$ cat src/rtl/multiplier_pkg.sv
// Shared definitions for the shift-add multiplier.
// Holds the sign-handling helper macros, the default operand width, the FSM state enum,
// the product type and the iteration counter width helper.

`ifndef LOGIC
`define LOGIC(w) logic [(w)-1:0]
`endif
`ifndef MSB
`define MSB(x) x[$bits(x)-1]
`endif
`ifndef ZERO
`define ZERO(w) {(w){1'b0}}
`endif

package multiplier_pkg;

    localparam int unsigned DefaultWidth = 32;

    // Counter must be able to hold the iteration count itself, hence +1.
    localparam int unsigned CntWidth = $clog2(DefaultWidth + 1);

    typedef enum logic [1:0] {
        StIdle,
        StRun,
        StDone
    } state_e;

    typedef logic [2*DefaultWidth-1:0] product_t;

    function automatic int unsigned cnt_width(int unsigned width);
        return $clog2(width + 1);
    endfunction

endpackage

$ cat src/rtl/multiplier_if.sv
// Handshake and operand/result bundle between the execute stage and the multiplier.
// master: start, is_unsigned, multiplicand, multiplier out; busy, done, hi, lo in.
// slave : the mirror image, used by the multiplier itself.

interface multiplier_if
    import multiplier_pkg::*;
#(
    parameter int unsigned BitWidth = DefaultWidth
) ();

    logic                start;
    logic                is_unsigned;
    logic [BitWidth-1:0] multiplicand;
    logic [BitWidth-1:0] multiplier;
    logic                busy;
    logic                done;
    logic [BitWidth-1:0] hi;
    logic [BitWidth-1:0] lo;

    modport master (
        output start,
        output is_unsigned,
        output multiplicand,
        output multiplier,
        input  busy,
        input  done,
        input  hi,
        input  lo
    );

    modport slave (
        input  start,
        input  is_unsigned,
        input  multiplicand,
        input  multiplier,
        output busy,
        output done,
        output hi,
        output lo
    );

endinterface

$ cat src/rtl/multiplier_cond_negate.sv
// Conditional two's-complement negation.
// Ports: data_i (Width) value, neg_i negate when high, data_o (Width) result.

module multiplier_cond_negate #(
    parameter int unsigned Width = 32
) (
    input  logic [Width-1:0] data_i,
    input  logic             neg_i,
    output logic [Width-1:0] data_o
);

    assign data_o = neg_i ? (`ZERO(Width) - data_i) : data_i;

endmodule

$ cat src/rtl/multiplier.sv
// Multi-cycle radix-2 shift-add multiplier for MULT/MULTU.
// Operands are reduced to magnitudes on start, multiplied unsigned over BitWidth cycles,
// and the sign is reapplied to the full product on the last iteration.
// Ports: clk clock; reset synchronous active-high; bus slave side of multiplier_if
// (start/is_unsigned/multiplicand/multiplier in, busy/done/hi/lo out).

module multiplier
    import multiplier_pkg::*;
#(
    parameter int unsigned BitWidth = DefaultWidth
) (
    input  logic           clk,
    input  logic           reset,
    multiplier_if.slave    bus
);

    localparam int unsigned CntW     = cnt_width(BitWidth);
    localparam int unsigned ProdW    = 2 * BitWidth;
    localparam logic [CntW-1:0] LastIter = CntW'(BitWidth - 1);

    state_e          state_q, state_d;
    logic [CntW-1:0] cnt_q, cnt_d;
    logic            neg_q, neg_d;
    `LOGIC(BitWidth) mcand_q, mcand_d;
    `LOGIC(BitWidth) upper_q, upper_d;
    `LOGIC(BitWidth) lower_q, lower_d;
    `LOGIC(BitWidth) hi_q, hi_d;
    `LOGIC(BitWidth) lo_q, lo_d;

    // Operand magnitudes; -2^(BitWidth-1) maps onto itself, which is correct unsigned.
    logic            neg_a, neg_b;
    `LOGIC(BitWidth) mag_a, mag_b;

    assign neg_a = ~bus.is_unsigned & `MSB(bus.multiplicand);
    assign neg_b = ~bus.is_unsigned & `MSB(bus.multiplier);

    multiplier_cond_negate #(
        .Width (BitWidth)
    ) u_neg_a (
        .data_i (bus.multiplicand),
        .neg_i  (neg_a),
        .data_o (mag_a)
    );

    multiplier_cond_negate #(
        .Width (BitWidth)
    ) u_neg_b (
        .data_i (bus.multiplier),
        .neg_i  (neg_b),
        .data_o (mag_b)
    );

    // One iteration: conditional add into the upper half keeping the carry, then the
    // {carry, upper, lower} shift right is just a re-slice.
    `LOGIC(BitWidth+1) sum;
    `LOGIC(ProdW)      step_prod;
    `LOGIC(ProdW)      signed_prod;

    assign sum       = lower_q[0] ? ({1'b0, upper_q} + {1'b0, mcand_q}) : {1'b0, upper_q};
    assign step_prod = {sum, lower_q[BitWidth-1:1]};

    multiplier_cond_negate #(
        .Width (ProdW)
    ) u_neg_prod (
        .data_i (step_prod),
        .neg_i  (neg_q),
        .data_o (signed_prod)
    );

    always_comb begin
        state_d = state_q;
        cnt_d   = cnt_q;
        neg_d   = neg_q;
        mcand_d = mcand_q;
        upper_d = upper_q;
        lower_d = lower_q;
        hi_d    = hi_q;
        lo_d    = lo_q;

        case (state_q)
            StIdle: begin
                if (bus.start) begin
                    mcand_d = mag_a;
                    lower_d = mag_b;
                    upper_d = `ZERO(BitWidth);
                    neg_d   = ~bus.is_unsigned &
                              (`MSB(bus.multiplicand) ^ `MSB(bus.multiplier));
                    cnt_d   = '0;
                    state_d = StRun;
                end
            end
            StRun: begin
                upper_d = step_prod[ProdW-1:BitWidth];
                lower_d = step_prod[BitWidth-1:0];
                cnt_d   = cnt_q + CntW'(1);
                if (cnt_q == LastIter) begin
                    hi_d    = signed_prod[ProdW-1:BitWidth];
                    lo_d    = signed_prod[BitWidth-1:0];
                    state_d = StDone;
                end
            end
            StDone: begin
                state_d = StIdle;
            end
            default: begin
                state_d = StIdle;
            end
        endcase
    end

    always_ff @(posedge clk) begin
        if (reset) begin
            state_q <= StIdle;
            cnt_q   <= '0;
            neg_q   <= 1'b0;
            mcand_q <= '0;
            upper_q <= '0;
            lower_q <= '0;
            hi_q    <= '0;
            lo_q    <= '0;
        end else begin
            state_q <= state_d;
            cnt_q   <= cnt_d;
            neg_q   <= neg_d;
            mcand_q <= mcand_d;
            upper_q <= upper_d;
            lower_q <= lower_d;
            hi_q    <= hi_d;
            lo_q    <= lo_d;
        end
    end

    assign bus.busy = (state_q != StIdle);
    assign bus.done = (state_q == StDone);
    assign bus.hi   = hi_q;
    assign bus.lo   = lo_q;

endmodule

$ cat src/flat_wrapper.sv
// flat-port wrapper written by rule: the top's interface ports become plain ports
module multiplier_flat import multiplier_pkg::*;
#(
    parameter int unsigned BitWidth = DefaultWidth
)
  (clk, reset, bus_start, bus_is_unsigned, bus_multiplicand, bus_multiplier, bus_busy, bus_done, bus_hi, bus_lo);
  multiplier_if #(.BitWidth(BitWidth)) bus_i ();
  input  logic clk;
  input  logic reset;
  input wire logic [$bits(bus_i.start)-1:0] bus_start;
  input wire logic [$bits(bus_i.is_unsigned)-1:0] bus_is_unsigned;
  input wire logic [$bits(bus_i.multiplicand)-1:0] bus_multiplicand;
  input wire logic [$bits(bus_i.multiplier)-1:0] bus_multiplier;
  output wire logic [$bits(bus_i.busy)-1:0] bus_busy;
  output wire logic [$bits(bus_i.done)-1:0] bus_done;
  output wire logic [$bits(bus_i.hi)-1:0] bus_hi;
  output wire logic [$bits(bus_i.lo)-1:0] bus_lo;
  assign bus_i.start = bus_start;
  assign bus_i.is_unsigned = bus_is_unsigned;
  assign bus_i.multiplicand = bus_multiplicand;
  assign bus_i.multiplier = bus_multiplier;
  assign bus_busy = bus_i.busy;
  assign bus_done = bus_i.done;
  assign bus_hi = bus_i.hi;
  assign bus_lo = bus_i.lo;
  multiplier #(.BitWidth(BitWidth)) u_core (.clk(clk), .reset(reset), .bus(bus_i));
endmodule
$ cat config.mk
export PLATFORM = sky130hd
export DESIGN_NAME = multiplier_flat
export DESIGN_NICKNAME = d
export VERILOG_FILES = /design/src/rtl/multiplier_pkg.sv /design/src/rtl/multiplier_if.sv /design/src/rtl/multiplier_cond_negate.sv /design/src/rtl/multiplier.sv /design/src/flat_wrapper.sv
export SDC_FILE = /design/constraint.sdc
export NUM_CORES = 1
export LEC_CHECK = 0
export ABC_AREA = 0
export CAP_MARGIN = 10
export CORE_UTILIZATION = 50
export DETAILED_ROUTE_END_ITERATION = 12
export PLACE_DENSITY = 0.73
export SLEW_MARGIN = 20
export SYNTH_ARGS = -nofsm -noshare
export SYNTH_HDL_FRONTEND = slang
export SYNTH_HIERARCHICAL = 1
export SYNTH_SLANG_ARGS = --single-unit
$ cat constraint.sdc
create_clock -name clk -period 5.2 [get_ports clk]
set_input_delay 1.3 -clock clk [delete_from_list [all_inputs] [get_ports clk]]
set_output_delay 1.3 -clock clk [all_outputs]
set_load 0.01 [all_outputs]
==> Word level (Yosys, flattened, before mapping) <==
Index checks and enable logic that the tools add are counted.
{ "word_totals": {"reg_bits": 169, "out_inout_bits": 66, "input_bits": 68, "elab_cells": 43} }
{ "op_classes": {"add_sub_neg": 5, "n_eq_ne": 5, "muxes": 13, "n_reduce_logical": 7, "bitwise_logic": 5} }
{ "op_table": {"columns": ["cell", "count"], "rows": [
  ["2-to-1 mux 32 bit", 4],
  ["case mux 32 bit (2 select lines)", 2],
  ["2-to-1 mux 64 bit", 1],
  ["subtractor 1 x 32 -> 32 bit (first input constant)", 2],
  ["subtractor 1 x 64 -> 64 bit (first input constant)", 1],
  ["adder 32 x 32 -> 33 bit", 1],
  ["2-to-1 mux 33 bit", 1],
  ["case mux 6 bit (2 select lines)", 1],
  ["AND reduction 2 bit", 4],
  ["adder 6 x 1 -> 6 bit (second input constant)", 1],
  ["== test 6 x 5 -> 1 bit (second input constant)", 1],
  ["2-to-1 mux 6 bit", 1],
  ["2-to-1 mux 2 bit", 2],
  ["case mux 2 bit (2 select lines)", 1],
  ["nonzero test 2 bit", 2],
  ["AND 1 bit", 3],
  ["== test 2 x 1 -> 1 bit (second input constant)", 1],
  ["== test 2 bit (second input constant)", 1],
  ["zero test 2 bit", 1],
  ["!= test 2 x 1 -> 1 bit (second input constant)", 1],
  ["!= test 2 bit (second input constant)", 1],
  ["NOT 1 bit", 1],
  ["XOR 1 bit", 1]
]} }

==> Depth between registers and ports, before layout <==
{ "logic_depth": {"ltp_word": 5, "depth_mapped": 17} }

==> By module <==
Netlist, hierarchy kept.
{ "modules_own_cells": {"columns": ["mod", "seq_area_each_um2", "cells_per_inst", "area_each_um2", "instances"], "rows": [
  ["multiplier", 3383.2, 1107, 8413.1, 1],
  ["multiplier_cond_negate at u_core.u_neg_a ...", 0.0, 108, 767.0, 2],
  ["multiplier_cond_negate at u_core.u_neg_prod", 0.0, 198, 1453.9, 1]
]} }

==> Least setup slack after synthesis <==
Ideal clock, no wire load.
{ "synth_timing": {"kind": "register -> register", "startpoint": "register u_core/mcand_q[0] in the netlist's numbering", "endpoint": "register u_core.hi_q, in the netlist u_core/bus.hi[31]", "path_slack_ns": 0.732, "t_required_ns": 5.130, "synth_period_minus_slack_ns": 4.468, "path_stages_with_launch": 16, "setup_time_ns": 0.070, "t_arrival_ns": 4.397, "path_buffers": 0, "cell_sequence": "dfxtp_1 ha_1 fa_1 a211o_1 a2111oi_4 nor3b_1 or2_1 xnor2_1 mux2_2 or4_1 or4_4 or4_4 o41ai_2 xnor2_1 nand2_1 a21oi_1"} }
{ "synth_lines": {"columns": ["item", "line", "source"], "rows": [
  ["from (decl)", "multiplier.sv:24", "`LOGIC(BitWidth) mcand_q, mcand_d;"],
  ["from (signal assigned)", "multiplier.sv:125", "mcand_q <= mcand_d;"],
  ["to (signal assigned)", "multiplier.sv:128", "hi_q <= hi_d;"],
  ["to (decl)", "multiplier.sv:27", "`LOGIC(BitWidth) hi_q, hi_d;"]
]} }

==> impl_metrics.prom <==
# TYPE chip_impl_metric gauge
chip_impl_metric{name="drt-vias-per-instance",unit=""} 6.012
chip_impl_metric{name="tns",unit="ns"} 0
chip_impl_metric{name="groute.layer.met3.usage",unit="%"} 3.884
chip_impl_metric{name="starting_utilization_of_the_core_area",unit="%"} 51.60
chip_impl_metric{name="total_die_area",unit="µm²"} 23410
chip_impl_metric{name="dieHeight",unit="µm"} 153
chip_impl_metric{name="final.fill_count",unit=""} 2036
chip_impl_metric{name="netlist_area",unit="µm²"} 11400
chip_impl_metric{name="clock-skew-final",unit="ns"} 0.01220
chip_impl_info{name="worstSetupEndpointType",value="flop"} 1
chip_impl_metric{name="antenna_violating_nets_post_route",unit=""} 0
chip_impl_info{name="timing.critical_path.from_type",value="flop"} 1
chip_impl_info{name="ys.flop_type",value="sky130_fd_sc_hd__dfxtp_1"} 1
chip_impl_metric{name="timing.fmax",unit="MHz"} 206.6
chip_impl_metric{name="synth_cell_types",unit=""} 76
chip_impl_metric{name="detailroute.via_count",unit=""} 11362
chip_impl_metric{name="track_usage",unit="%"} 28.02
chip_impl_info{name="standard_cell_with_the_maximum_stage_delay_on_the_critical_path",value="sky130_fd_sc_hd__or4_4"} 1
chip_impl_metric{name="worst_rel_slew_slack",unit="%"} 33.15
chip_impl_metric{name="drive_gt1_share",unit="%"} 6.957
chip_impl_metric{name="cts.sinks",unit=""} 169
chip_impl_metric{name="core_region_area",unit="µm²"} 22090
chip_impl_metric{name="count_of_antenna_diodes_in_the_layout",unit=""} 0
chip_impl_metric{name="max-clock-path-buffers",unit=""} 2
chip_impl_info{name="type_of_the_most_critical_hold_path",value="reg2reg"} 1
chip_impl_metric{name="synthArstFlopShare",unit="%"} 0
chip_impl_metric{name="h-tree-depth",unit=""} 4
chip_impl_metric{name="post_cts_resize_count",unit=""} 0
chip_impl_metric{name="place.gp.congestion",unit=""} 0.9087
chip_impl_info{name="critical_path.cell_chain",value="ha_1 > fa_1 > a211o_1 > a2111oi_4 > nor3b_1 > or2_1 > xnor2_1 > mux2_2 > or4_1 > or4_4 > or4_4 > o41ai_2 > xnor2_1 > nand2_1 > a21oi_1"} 1
chip_impl_metric{name="cts_hold_repair.buffers",unit=""} 0
chip_impl_metric{name="dp_hpwl",unit="mm"} 23.36
chip_impl_metric{name="first_global_vias",unit=""} 10443
chip_impl_metric{name="synthesis.yosys.warnings",unit=""} 6
chip_impl_metric{name="die_width",unit="µm"} 153
chip_impl_metric{name="globalRouteOverflowTotal",unit=""} 0
chip_impl_info{name="grt-busiest-layer",value="met2"} 1
chip_impl_metric{name="period_utilization",unit="%"} 93.07
chip_impl_metric{name="postSynthNetCount",unit=""} 1626
chip_impl_metric{name="period_minus_slack",unit="ns"} 4.840
chip_impl_metric{name="worst_pin_slew",unit="ns"} 0.9982
chip_impl_metric{name="finalMaxSlewViolations",unit=""} 0
chip_impl_metric{name="cts-buffers-inserted",unit=""} 17
chip_impl_metric{name="utilization_after_layout",unit="%"} 61.00
chip_impl_metric{name="drt_iter0_drc",unit=""} 1045
chip_impl_info{name="regToRegStartpoint",value="u_core/mcand_q[0]"} 1
chip_impl_metric{name="setup-violations-final",unit=""} 0
chip_impl_metric{name="worst_path_arrival",unit="ns"} 5.19
chip_impl_metric{name="register_clock_pin_slew_on_the_reported_worst_setup_and_hold_paths",unit="ns"} 0.07
chip_impl_metric{name="use_met2",unit="%"} 46.66
chip_impl_metric{name="ir_worst_vdd",unit="mV"} 0.2062
chip_impl_info{name="startpoint",value="u_core/mcand_q[0]"} 1
chip_impl_metric{name="io_pins",unit=""} 134
chip_impl_metric{name="remaining_drc_errors",unit=""} 0
chip_impl_metric{name="detail_route.wl_per_cell",unit="µm"} 17.38
chip_impl_metric{name="use_met1",unit="%"} 37.73
chip_impl_metric{name="cts.repair_timing.setup_buffer_count",unit=""} 0
chip_impl_metric{name="cp_data_required_time",unit="ns"} 5.55
chip_impl_metric{name="power_density",unit="nW/µm²"} 254.2
chip_impl_metric{name="ys_seq_elements",unit=""} 169
chip_impl_metric{name="critical_path_buf_inv_count",unit=""} 0
chip_impl_metric{name="static-leakage-power",unit="nW"} 4.805
chip_impl_info{name="cts_tree",value="built"} 1
chip_impl_info{name="worst_path_dominant_cell_family",value="simple AND/OR/NAND/NOR gates"} 1
chip_impl_metric{name="post-layout-total-power",unit="mW"} 3.426
chip_impl_metric{name="number_of_placement_rows",unit=""} 54
chip_impl_info{name="startpoint_of_the_worst_hold_path",value="u_core/bus.hi[2]"} 1
chip_impl_info{name="cts_root_buf",value="sky130_fd_sc_hd__clkbuf_16"} 1
chip_impl_metric{name="synth_area_per_cell",unit="µm²"} 7.496
chip_impl_metric{name="critical-path-max-stage-delay",unit="ns"} 0.55
chip_impl_metric{name="syn-instance-count",unit=""} 1521
chip_impl_metric{name="ys_seq_area_share",unit="%"} 29.68
chip_impl_metric{name="synth_enable_flop_cells",unit=""} 0
chip_impl_metric{name="area.growth.synth_to_final",unit="%"} 18.21
chip_impl_metric{name="critPathMaxFanout",unit=""} 5
chip_impl_metric{name="detailed_routing_iteration_count_for_the_pre_antenna_repair_pass",unit=""} 5
chip_impl_metric{name="io_buffer_count",unit=""} 133
chip_impl_metric{name="grt_start_max_net_pins",unit=""} 83
chip_impl_metric{name="finalNetCount",unit=""} 1703
chip_impl_metric{name="grt_pass1_wl",unit="mm"} 53.68
chip_impl_metric{name="antenna_found_initial",unit=""} 0
chip_impl_metric{name="wire_length_reported_by_the_detailed_router",unit="mm"} 32.84
chip_impl_info{name="criticalPathCategory",value="reg2reg"} 1
chip_impl_info{name="setup_repair_after_global_routing_missed_its_margin",value="no"} 1
chip_impl_metric{name="clk-insertion-delay-late",unit="ns"} 0.43
chip_impl_metric{name="final_hold_viol_count",unit=""} 0
chip_impl_info{name="status",value="finished, final reports clean"} 1
chip_impl_metric{name="maxCapViolations",unit=""} 0
-- flip-flops by register name, summed over array words and instances (netlist names) --
signal,cells
u_core/cnt_q,6
u_core/state_q,2
u_core/neg_q,1
u_core/upper_q,32
u_core/bus.hi,32
u_core/mcand_q,32
u_core/bus.lo,32
u_core/lower_q,32
-- power by group --
| group | internal (mW) | switching [mW] | total [mW] |
|---|---|---|---|
| combinational | 0.279 | 0.408 | 0.687 |
| sequential | 1.35 | 0.0661 | 1.41 |
| clock | 0.771 | 0.556 | 1.33 |
| total | 2.40 | 1.03 | 3.43 |
-- layout by cell type (no fill, tap or decap), types with 18 or more instances in the layout --
cell                                n
sky130_fd_sc_hd__clkdlybuf4s50_1  132
sky130_fd_sc_hd__or4_1             20
sky130_fd_sc_hd__or3_1             18
sky130_fd_sc_hd__o31ai_1           41
sky130_fd_sc_hd__inv_1             25
sky130_fd_sc_hd__nor2_1           106
sky130_fd_sc_hd__buf_4             21
sky130_fd_sc_hd__xnor2_1          137
sky130_fd_sc_hd__nand2_1          272
sky130_fd_sc_hd__nand3_1           38
sky130_fd_sc_hd__nor3_1            51
sky130_fd_sc_hd__dfxtp_1          168
sky130_fd_sc_hd__o41ai_1           33
sky130_fd_sc_hd__o21ai_0           81
sky130_fd_sc_hd__ha_1              36
sky130_fd_sc_hd__a21oi_1          170
-- synthesized netlist by cell type, types with 8 or more instances --
cell	count	share of area, %
sky130_fd_sc_hd__a21o_1	14	0.92
sky130_fd_sc_hd__nand2_1	273	9.0
sky130_fd_sc_hd__o21a_1	11	0.72
sky130_fd_sc_hd__xnor2_1	137	11
sky130_fd_sc_hd__nand4_1	9	0.49
sky130_fd_sc_hd__nor3_1	52	2.3
sky130_fd_sc_hd__o21ai_0	81	3.6
sky130_fd_sc_hd__nand2b_1	14	0.77
sky130_fd_sc_hd__mux2_2	16	1.6
sky130_fd_sc_hd__dfxtp_1	169	30
sky130_fd_sc_hd__nor2b_1	11	0.60
sky130_fd_sc_hd__a21oi_1	170	7.5
sky130_fd_sc_hd__o41ai_1	33	2.5
sky130_fd_sc_hd__and3_1	11	0.60
sky130_fd_sc_hd__or4_1	20	1.3
sky130_fd_sc_hd__nor4_1	13	0.71
sky130_fd_sc_hd__o31ai_1	41	2.7
sky130_fd_sc_hd__clkbuf_1	85	2.8
sky130_fd_sc_hd__nand3_1	38	1.7
sky130_fd_sc_hd__ha_1	36	4.0
sky130_fd_sc_hd__or3_1	19	1.0
sky130_fd_sc_hd__inv_1	25	0.82
sky130_fd_sc_hd__nor2_1	106	3.5
sky130_fd_sc_hd__a31oi_1	10	0.55
sky130_fd_sc_hd__and2_1	8	0.44
-- stage by stage --
step / instances / hold slack [ns] / area, µm² / setup WS, ns
2_1_floorplan: 1521 / 0.4406 / 11400 / 0.7325
3_3_place_gp: 1859 / 0.4438 / 12860 / 0.5082
3_5_place_dp: 1859 / 0.4459 / 12860 / 0.4379
4_1_cts: 1890 / 0.4548 / 13470 / 0.4071
5_1_grt: 1890 / 0.4716 / 13480 / 0.1512
6_report: 1890 / 0.4530 / 13480 / 0.3603
-- cell type report --
class / count / area (µm²) / share of cell area [%]
inverter: 25 / 93.84 / 0.6963
clock buffer: 18 / 439.2 / 3.259
timing repair buffer: 153 / 1479 / 10.97
tap: 280 / 350.3 / 2.600
clock inverter: 13 / 167.7 / 1.244
multi-input combinational: 1232 / 7562 / 56.11
sequential: 169 / 3385 / 25.11
-- worst paths after layout --
kind	end	slack, ns	depth (start not counted)
min reg2reg	u_core/bus.hi[2]	0.45	2
max	u_core/bus.hi[31]	0.36	15
max reg2reg	u_core/bus.hi[31]	0.36	15
min	u_core/bus.hi[2]	0.45	2
-- cell families (layout without fill, tap and decap cells) --
| group | after synthesis | after routing | synth area share (%) |
|---|---|---|---|
| and+or+nand+nor | 613 | 613 | 25.42 |
| AOI/OAI and AO/OA | 422 | 422 | 23.85 |
| DFF | 169 | 169 | 29.68 |
| xor gates and xnor gates | 140 | 140 | 10.76 |
| buffers and inverters | 120 | 209 | 4.203 |
| adders and majority gates | 37 | 37 | 4.126 |
| muxes | 20 | 20 | 1.975 |
-- worst register-to-register path, stage by stage, from the launching register on --
cell and delay [ns]:
sky130_fd_sc_hd__dfxtp_1 0.33, sky130_fd_sc_hd__ha_1 0.24, sky130_fd_sc_hd__fa_1 0.44, sky130_fd_sc_hd__a211o_1 0.34, sky130_fd_sc_hd__a2111oi_4 0.31, sky130_fd_sc_hd__nor3b_1 0.13, sky130_fd_sc_hd__or2_1 0.31, sky130_fd_sc_hd__xnor2_1 0.15
sky130_fd_sc_hd__mux2_2 0.31, sky130_fd_sc_hd__or4_1 0.51, sky130_fd_sc_hd__or4_4 0.46, sky130_fd_sc_hd__or4_4 0.55, sky130_fd_sc_hd__o41ai_2 0.33, sky130_fd_sc_hd__xnor2_1 0.16, sky130_fd_sc_hd__nand2_1 0.06, sky130_fd_sc_hd__a21oi_1 0.13
-- layer usage --
layer,vias to the layer above,part of all wire [%]
li1,5582,-
met2,312,47
met3,42,4.7
met1,5426,46
met4,0,2.0
met5,-,0
(Power assumes the default switching activity.)
